==> config.mk <==
export PLATFORM = sky130hd
export DESIGN_NAME = timing_nco_flat
export DESIGN_NICKNAME = d
export VERILOG_FILES = /design/src/rtl/timing_nco_if.sv /design/src/rtl/timing_nco.sv /design/src/flat_wrapper.sv
export SDC_FILE = /design/constraint.sdc
export NUM_CORES = 1
export LEC_CHECK = 0
export BUFFER_PORTS_ARGS = -buffer_cell sky130_fd_sc_hd__buf_4
export CELL_PAD_IN_SITES_DETAIL_PLACEMENT = 0
export CELL_PAD_IN_SITES_GLOBAL_PLACEMENT = 1
export CORE_MARGIN = 2
export CORE_UTILIZATION = 45
export DETAILED_ROUTE_END_ITERATION = 10
export PLACE_DENSITY = 0.83
export SYNTH_ARGS = -nofsm -noshare
export SYNTH_HDL_FRONTEND = slang
export SYNTH_SLANG_ARGS = --single-unit
==> constraint.sdc <==
create_clock -name clk -period 2.79 [get_ports clk]
set_clock_uncertainty 0.15 [all_clocks]
set_input_delay 0.558 -clock clk [delete_from_list [all_inputs] [get_ports clk]]
set_output_delay 0.558 -clock clk [all_outputs]
set_load 0.005 [all_outputs]
==> src/rtl/timing_nco_if.sv <==
// timing_nco_if: sample/control inputs and strobe outputs of the timing-recovery NCO.
// The master side (loop filter / sample source) drives samples and control.
// The slave side (the NCO) returns strobe, symbol phase, mu and clamp status.
interface timing_nco_if #(
    parameter int WERR = 18,
    parameter int WMU  = 16
);
    logic                   sample_val_i;
    logic signed [WERR-1:0] ctrl_i;
    logic                   ctrl_val_i;
    logic                   strobe_o;
    logic                   sym_o;
    logic [WMU-1:0]         mu_o;
    logic                   clamp_o;

    modport master (
        output sample_val_i, ctrl_i, ctrl_val_i,
        input  strobe_o, sym_o, mu_o, clamp_o
    );

    modport slave (
        input  sample_val_i, ctrl_i, ctrl_val_i,
        output strobe_o, sym_o, mu_o, clamp_o
    );
endinterface

==> src/rtl/timing_nco.sv <==
// timing_nco: modulo-1 decrementing NCO for Gardner timing recovery.
// It decrements once per input sample at twice the symbol rate. Each underflow
// emits an interpolation strobe with the fractional interval mu. Successive
// strobes alternate between on-time (sym_o=1) and midpoint (sym_o=0).
// Optional feature: define TIMING_NCO_CLAMP_EN to saturate the step to
// NOM_STEP +/- NOM_STEP/8 and report saturation on clamp_o. Without it the
// step is used as-is and clamp_o is always 0.
module timing_nco #(
    parameter int WERR       = 18,
    parameter int WACC       = 24,
    parameter int SPS_LOG2   = 3,
    parameter int NOM_STEP   = 2 ** (WACC + 1 - SPS_LOG2),
    parameter int CTRL_SHIFT = 3,
    parameter int WMU        = 16
) (
    input  logic       clk,
    input  logic       reset,
    timing_nco_if.slave nco
);

    localparam int WSTEP = WACC + 2;
    localparam int MU_SH = SPS_LOG2 - 1;
    localparam logic signed [WSTEP-1:0] NOM_STEP_S = WSTEP'(NOM_STEP);

    logic [WACC-1:0]         eta_q, eta_d;
    logic signed [WERR-1:0]  ctrl_q, ctrl_d;
    logic                    flag_q, flag_d;
    logic                    strobe_q, strobe_d;
    logic                    sym_q, sym_d;
    logic [WMU-1:0]          mu_q, mu_d;
    logic                    clamp_q, clamp_d;

    logic signed [WSTEP-1:0] ctrlExt;
    logic signed [WSTEP-1:0] stepRaw;
    logic signed [WSTEP-1:0] step;
    logic signed [WSTEP-1:0] etaExt;
    logic                    clampHit;
    logic                    underflow;
    logic                    muOverflow;
    logic [WMU-1:0]          muNext;

    // Build the per-sample step from the registered loop-filter correction, optionally saturated
    always_comb begin
        ctrlExt  = {{(WSTEP-WERR){ctrl_q[WERR-1]}}, ctrl_q};
        stepRaw  = NOM_STEP_S + (ctrlExt <<< CTRL_SHIFT);
        step     = stepRaw;
        clampHit = 1'b0;
`ifdef TIMING_NCO_CLAMP_EN
        if (stepRaw < WSTEP'(NOM_STEP - NOM_STEP / 8)) begin
            step     = WSTEP'(NOM_STEP - NOM_STEP / 8);
            clampHit = 1'b1;
        end else if (stepRaw > WSTEP'(NOM_STEP + NOM_STEP / 8)) begin
            step     = WSTEP'(NOM_STEP + NOM_STEP / 8);
            clampHit = 1'b1;
        end
`endif
    end

    // Underflow test and mu extraction; mu is old eta scaled by 2^(SPS_LOG2-1), saturating
    always_comb begin
        etaExt     = signed'({{(WSTEP-WACC){1'b0}}, eta_q});
        underflow  = (step > etaExt);
        muOverflow = |eta_q[WACC-1 -: MU_SH];
        muNext     = muOverflow ? {WMU{1'b1}} : eta_q[WACC-1-MU_SH -: WMU];
    end

    // Next-state logic: control capture, eta decrement and strobe generation per sample
    always_comb begin
        eta_d    = eta_q;
        ctrl_d   = ctrl_q;
        flag_d   = flag_q;
        strobe_d = 1'b0;
        sym_d    = sym_q;
        mu_d     = mu_q;
        clamp_d  = clamp_q;
        if (nco.ctrl_val_i) begin
            ctrl_d = nco.ctrl_i;
        end
        if (nco.sample_val_i) begin
            eta_d   = eta_q - step[WACC-1:0];
            clamp_d = clampHit;
            if (underflow) begin
                strobe_d = 1'b1;
                flag_d   = ~flag_q;
                sym_d    = ~flag_q;
                mu_d     = muNext;
            end
        end
    end

    // State and output registers with synchronous reset
    always_ff @(posedge clk) begin
        if (reset) begin
            eta_q    <= '1;
            ctrl_q   <= '0;
            flag_q   <= 1'b0;
            strobe_q <= 1'b0;
            sym_q    <= 1'b0;
            mu_q     <= '0;
            clamp_q  <= 1'b0;
        end else begin
            eta_q    <= eta_d;
            ctrl_q   <= ctrl_d;
            flag_q   <= flag_d;
            strobe_q <= strobe_d;
            sym_q    <= sym_d;
            mu_q     <= mu_d;
            clamp_q  <= clamp_d;
        end
    end

    assign nco.strobe_o = strobe_q;
    assign nco.sym_o    = sym_q;
    assign nco.mu_o     = mu_q;
    assign nco.clamp_o  = clamp_q;

endmodule

==> src/flat_wrapper.sv <==
// flat-port wrapper written by rule: the top's interface ports become plain ports
module timing_nco_flat 
#(
    parameter int WERR       = 18,
    parameter int WACC       = 24,
    parameter int SPS_LOG2   = 3,
    parameter int NOM_STEP   = 2 ** (WACC + 1 - SPS_LOG2),
    parameter int CTRL_SHIFT = 3,
    parameter int WMU        = 16
)
  (clk, reset, nco_sample_val_i, nco_ctrl_i, nco_ctrl_val_i, nco_strobe_o, nco_sym_o, nco_mu_o, nco_clamp_o);
  timing_nco_if #(.WERR(WERR), .WMU(WMU)) nco_i ();
  input  logic clk;
  input  logic reset;
  input wire logic [$bits(nco_i.sample_val_i)-1:0] nco_sample_val_i;
  input wire logic [$bits(nco_i.ctrl_i)-1:0] nco_ctrl_i;
  input wire logic [$bits(nco_i.ctrl_val_i)-1:0] nco_ctrl_val_i;
  output wire logic [$bits(nco_i.strobe_o)-1:0] nco_strobe_o;
  output wire logic [$bits(nco_i.sym_o)-1:0] nco_sym_o;
  output wire logic [$bits(nco_i.mu_o)-1:0] nco_mu_o;
  output wire logic [$bits(nco_i.clamp_o)-1:0] nco_clamp_o;
  assign nco_i.sample_val_i = nco_sample_val_i;
  assign nco_i.ctrl_i = nco_ctrl_i;
  assign nco_i.ctrl_val_i = nco_ctrl_val_i;
  assign nco_strobe_o = nco_i.strobe_o;
  assign nco_sym_o = nco_i.sym_o;
  assign nco_mu_o = nco_i.mu_o;
  assign nco_clamp_o = nco_i.clamp_o;
  timing_nco #(.WERR(WERR), .WACC(WACC), .SPS_LOG2(SPS_LOG2), .NOM_STEP(NOM_STEP), .CTRL_SHIFT(CTRL_SHIFT), .WMU(WMU)) u_core (.clk(clk), .reset(reset), .nco(nco_i));
endmodule
==> flow_metrics.env, run 1 <==
export IMPL_cts_tree="done"
export IMPL_worstSetupPathType="flop to flop"
export IMPL_dr_total_vias=3446
export IMPL_setup_violations=0
export IMPL_numCtsBuffers=9
export IMPL_synth_top_cells_by_count="dfxtp_1 (57), nor2_1 (54), inv_1 (42), ha_1 (40), a21oi_1 (27)"
export IMPL_wire_per_inst_um=16.1
export IMPL_drtIter0Drc=168
export IMPL_netlist_top_cells_area="dfxtp_1 (28%), ha_1 (12%), nor2_1 (5.0%)"
export IMPL_area_growth_pct=13.3
export IMPL_synth_largest_area_cell="dfxtp_1"
export IMPL_synthCells=471
export IMPL_cap_violations=0
export IMPL_die_w_um=98.7
export IMPL_drv_slew=0
export IMPL_wirelength_mm=9.85
export IMPL_postRouteAntennaNets=0
export IMPL_grt_max_degree=40
export IMPL_synth_edf_count=0
export IMPL_grt_pass1_wl_mm=16.4
export IMPL_cp_max_fo=6
export IMPL_period_needed_ps=2610
export IMPL_design_die_area_mm2=0.00973
export IMPL_yosysWarnings=0
export IMPL_powerDensity_mw_per_mm2=570
export IMPL_cts_max_path_buffers=2
export IMPL_cp_required_ps=2920
export IMPL_synth_top_cell_area_share=0.283
export IMPL_core_area_mm2=0.00872
export IMPL_hold_start="nco_ctrl_i[0]"
export IMPL_setup_tns_ps=0
export IMPL_layout_drive_gt1_share=0.200
export IMPL_wl_met1_mm=4.73
export IMPL_fin_nets=562
export IMPL_gp_congestion=0.902
export IMPL_start_util=0.462
export IMPL_cts_root_buf="clkbuf_8"
export IMPL_path_clk_slew_ps=80
export IMPL_drcViolationCount=0
export IMPL_placed_area_mm2=0.00433
export IMPL_die_h_um=98.7
export IMPL_rsz0062_at_grt="false"
export IMPL_cts_max_level=3
export IMPL_fmax_mhz=383
export IMPL_syn_num_nets=534
export IMPL_p_leak_nw=2.03
export IMPL_cts_sinks=57
export IMPL_hold_violations=0
export IMPL_syn_area_per_cell_um2=8.56
export IMPL_worstMarginPinSlew_ps=595
export IMPL_ir_drop_mv=0.211
export IMPL_diodes=0
export IMPL_dr_max_layer_used="met4"
export IMPL_rows=34
export IMPL_seq_area_frac_synth=0.283
export IMPL_postSynth_asyncResetShare=0
export IMPL_total_power_mw=2.60
export IMPL_overflow=0
export IMPL_crit_start="u_core.eta_q[3]"
export IMPL_syn_area_mm2=0.00403
export IMPL_yosysUniqueCellTypes=59
export IMPL_endpoint_kind="flop"
export IMPL_grt_util_all_layers=0.211
export IMPL_maxSlewHeadroom=0.602
export IMPL_portBuffers=39
export IMPL_start_kind="flop"
export IMPL_worstHoldPathType="input port to flop"
export IMPL_grt_antenna_before_repair=0
export IMPL_ys_ff_latch=57
export IMPL_yosysMostFrequentCell="dfxtp_1"
export IMPL_drtPass1Iterations=5
export IMPL_wl_met2_mm=4.44
export IMPL_clk_latency_ps=360
export IMPL_ioPinCount=41
export IMPL_wl_met3_um=475
export IMPL_synth_flop_cell="dfxtp_1"
export IMPL_vias_per_cell=5.63
export IMPL_regToRegStartpoint="u_core.eta_q[3]"
export IMPL_fin_crit_sh=0.936
export IMPL_final_cell_area_mm2=0.00457
export IMPL_grt_pass1_vias=3269
export IMPL_critPathArrivalTime_ps=2740
export IMPL_post_route_util=0.524
export IMPL_status="finished, final reports clean"
export IMPL_dp_hpwl_mm=6.98
-- layout by cell type (no fill, tap or decap), types with 2 or more instances in the layout --
master	n
bufinv_16	2
or2_2	2
ha_1	40
o311a_1	2
nor3_1	19
nor2_1	54
xor2_1	3
and3_1	2
buf_4	47
o21ai_0	15
clkinv_4	3
or3_1	2
a21oi_1	27
o21a_1	11
dfxtp_1	57
nand4_1	3
o211ai_1	4
nand2_1	21
a21oi_4	2
a211oi_1	17
clkbuf_8	9
nand2b_1	6
nand3_1	4
mux2i_1	19
o31ai_1	6
inv_1	42
a211o_1	6
xnor2_1	8
o21ai_1	4
a211oi_2	11
nor3_2	10
a21o_1	14
a31oi_1	4
and4_1	2
-- where the power goes --
| part | switching (mW) | total (mW) | internal (mW) |
|---|---|---|---|
| registers | 0.0641 | 0.941 | 0.876 |
| logic | 0.440 | 0.751 | 0.311 |
| clock network | 0.401 | 0.911 | 0.510 |
-- logic make-up (layout without fill, tap and decap cells) --
logic type                 count (synthesis)  in the layout  synth area share
AOI/OAI and AO/OA                        137            137             0.259
DFF                                       57             57             0.283
xor gates and xnor gates                  11             11            0.0239
buffers and inverters                     72            105            0.0860
muxes                                     19             19            0.0472
and+or+nand+nor                          133            133             0.170
other                                      1              1          0.000930
adders and majority gates                 41             41             0.129
-- metrics by stage --
stage               instances  setup slack [ps]  hold slack [ps]
finish                    612               178              276
CTS                       612               127              263
detailed placement        596               127              333
global route              612              18.9              283
global placement          596               185              315
floorplan                 471               506              299
-- layout make-up --
type | count | area (µm²)
flip-flops and latches | 57 | 1140
clock inverters | 7 | 103
well taps | 108 | 135
clock buffers | 9 | 124
multi-input cells | 342 | 2550
repair buffers | 47 | 353
inverters | 42 | 158
fillers | 833 | 4160
-- routing by layer --
metal,vias up,global-route usage
met5,-,0
met4,0,0.0801
met3,15,0.0362
met2,83,0.333
met1,1636,0.288
li1,1712,-
-- critical path, cell delays in order (launching register included) --
cell      delay, ps
dfxtp_1         330
inv_1            60
ha_1            200
fa_1            400
and2b_1         250
o211ai_2        130
a21oi_4         260
o21ai_1         170
o31ai_1         350
mux2i_1         220
-- final timing paths --
kind | to | slack, ps | cells past startpoint
max | u_core.eta_q[23] | 180 | 9
min reg2reg | u_core.eta_q[3] | 350 | 2
max reg2reg | u_core.eta_q[23] | 180 | 9
min | u_core.ctrl_q[0] | 280 | 3
-- what timing repair did --
action                     in CTS  in global routing
hold buffers                    0                  0
resized for setup               0                  2
setup buffers                   0                  0
setup endpoints to repair       0                  5
-- state kept, by name, indices dropped and copies added, names as in the netlist --
| name | cells |
|---|---|
| u_core.flag_q | 1 |
| u_core.nco.mu_o | 16 |
| u_core.nco.strobe_o | 1 |
| u_core.eta_q | 21 |
| u_core.ctrl_q | 18 |
Note: power is estimated with default switching activity, not from simulation.
==> run 2, diff against run 1 <==
--- a/config.mk
+++ b/config.mk
@@ -5,11 +5,12 @@
 export SDC_FILE = /design/constraint.sdc
 export NUM_CORES = 1
 export LEC_CHECK = 0
+export ABC_AREA = 1
 export BUFFER_PORTS_ARGS = -buffer_cell sky130_fd_sc_hd__buf_4
 export CELL_PAD_IN_SITES_DETAIL_PLACEMENT = 0
 export CELL_PAD_IN_SITES_GLOBAL_PLACEMENT = 1
 export CORE_MARGIN = 2
-export CORE_UTILIZATION = 45
+export CORE_UTILIZATION = 42
 export DETAILED_ROUTE_END_ITERATION = 10
 export PLACE_DENSITY = 0.83
 export SYNTH_ARGS = -nofsm -noshare
==> flow_metrics.env, run 2 <==
export IMPL_start_kind="flop"
export IMPL_drcViolationCount=0
export IMPL_synth_top_cell_area_share=0.289
export IMPL_postSynth_asyncResetShare=0
export IMPL_placed_area_mm2=0.00427
export IMPL_largest_register_ffs=21
export IMPL_clk_latency_ps=350
export IMPL_wl_met1_mm=4.96
export IMPL_ir_drop_mv=0.266
export IMPL_grt_antenna_before_repair=0
export IMPL_netlist_top_cells_area="dfxtp_1 (29%), nand2_1 (14%), ha_1 (13%)"
export IMPL_fin_nets=685
export IMPL_hold_violations=0
export IMPL_wl_met2_mm=4.11
export IMPL_worstHoldPathType="input port to flop"
export IMPL_worstSetupPathType="flop to flop"
export IMPL_grt_util_all_layers=0.207
export IMPL_die_w_um=101
export IMPL_grt_pass1_vias=3530
export IMPL_layout_drive_gt1_share=0.144
export IMPL_top_register="u_core.eta_q"
export IMPL_cp_max_fo=35
export IMPL_cts_tree="done"
export IMPL_start_util=0.431
export IMPL_cap_violations=0
export IMPL_post_route_util=0.490
export IMPL_syn_num_nets=654
export IMPL_fmax_mhz=422
export IMPL_grt_max_degree=44
export IMPL_cts_root_buf="clkbuf_8"
export IMPL_syn_area_per_cell_um2=6.67
export IMPL_worst_hold_slack_ps=281
export IMPL_layout_common_cells="nand2_1 (147), inv_1 (84), a21oi_1 (63)"
export IMPL_synthCells=591
export IMPL_overflow=0
export IMPL_setup_tns_ps=0
export IMPL_final_cell_area_mm2=0.00449
export IMPL_area_growth_pct=13.9
export IMPL_powerDensity_mw_per_mm2=547
export IMPL_grt_pass1_wl_mm=16.6
export IMPL_synth_top_cells_by_count="nand2_1 (147), inv_1 (84), a21oi_1 (63), dfxtp_1 (57), nand3_1 (48)"
export IMPL_p_leak_nw=2.31
export IMPL_nFillCells=982
export IMPL_dr_max_layer_used="met4"
export IMPL_drtPass1Iterations=4
export IMPL_critPathArrivalTime_ps=2470
export IMPL_synth_edf_count=0
export IMPL_ctsResizeCount=0
export IMPL_fin_crit_sh=0.850
export IMPL_path_clk_slew_ps=70
export IMPL_wirelength_mm=9.66
export IMPL_total_power_mw=2.46
export IMPL_cts_max_level=3
export IMPL_setup_violations=0
export IMPL_maxSlewHeadroom=0.494
export IMPL_period_needed_ps=2370
export IMPL_gp_congestion=0.857
export IMPL_yosysWarnings=0
export IMPL_diodes=0
export IMPL_dp_hpwl_mm=7.27
export IMPL_synth_largest_area_cell="dfxtp_1"
export IMPL_vias_per_cell=4.92
export IMPL_yosysUniqueCellTypes=36
export IMPL_final_common_cell="nand2_1"
export IMPL_ctsHoldBuffers=0
export IMPL_seq_area_frac_synth=0.289
export IMPL_design_die_area_mm2=0.0102
export IMPL_cts_sinks=57
export IMPL_drv_slew=0
export IMPL_cp_required_ps=2880
export IMPL_syn_area_mm2=0.00394
export IMPL_postRouteAntennaNets=0
export IMPL_rows=35
export IMPL_dr_total_vias=3634
export IMPL_wl_met3_um=452
export IMPL_status="finished, final reports clean"
export IMPL_worstMarginPinSlew_ps=759
export IMPL_die_h_um=101
export IMPL_portBuffers=39
export IMPL_synth_flop_cell="dfxtp_1"
export IMPL_postCtsSetupBuffers=0
export IMPL_cts_max_path_buffers=2
export IMPL_yosysMostFrequentCell="nand2_1"
export IMPL_drtIter0Drc=148
export IMPL_numCtsBuffers=9
export IMPL_ys_ff_latch=57
export IMPL_core_area_mm2=0.00915
export IMPL_wire_per_inst_um=13.1
export IMPL_rsz0062_at_grt="false"
export IMPL_ioPinCount=41
export IMPL_endpoint_kind="flop"
[run 2: area by class of cell]
type,instances,area [µm²],area share
multi-input cells,427,2340,0.522
repair buffers,42,328,0.0730
flip-flops and latches,57,1140,0.254
clock buffers,9,124,0.0276
clock inverters,7,93.8,0.0209
well taps,111,139,0.0309
inverters,85,319,0.0711
[run 2: cell families after synthesis]
family	share of synthesized area
flip-flops	0.289
AND/OR/NAND/NOR	0.309
AO/OA/AOI/OAI	0.153
buffers and inverters	0.116
adder cells (fa/ha/maj)	0.132
other	0.000951
[run 2: stage by stage]
stage / setup slack [ps] / instances
after floorplan: 801 / 591
after global placement: 535 / 722
after detailed placement: 448 / 722
after CTS: 427 / 738
after global routing: 194 / 738
final: 418 / 738
[run 2: routing by layer]
layer  vias to the layer above  GRT usage
met3                        11     0.0291
met4                         0     0.0738
li1                       1944          -
met2                        74      0.328
met1                      1605      0.287
met5                         -          0
[run 2: worst max-delay path, stage by stage (launching register included)]
cell and delay, ps:
dfxtp_1 380, inv_1 110, ha_1 380, nand2_1 130, inv_1 60, nand2_1 60
nand2_1 50, a21boi_1 220, nand3_4 390, a21oi_2 270, nor2_2 50
[run 2: path summary, 6_finish.rpt]
path / start / end / slack, ps / cells after the start
worst max-delay path: u_core.ctrl_q[17] / u_core.nco.mu_o[5] / 420 / 10
worst min-delay path: nco_ctrl_i[0] / u_core.ctrl_q[0] / 280 / 3
worst max register to register: u_core.ctrl_q[17] / u_core.nco.mu_o[5] / 420 / 10
worst min register to register: u_core.eta_q[3] / u_core.eta_q[3] / 320 / 2
[run 2: where the power goes]
group / switching (mW) / total [mW] / internal [mW]
Clock: 0.371 / 0.873 / 0.502
Sequential: 0.0575 / 0.932 / 0.875
Combinational: 0.406 / 0.651 / 0.245
Total: 0.834 / 2.46 / 1.62
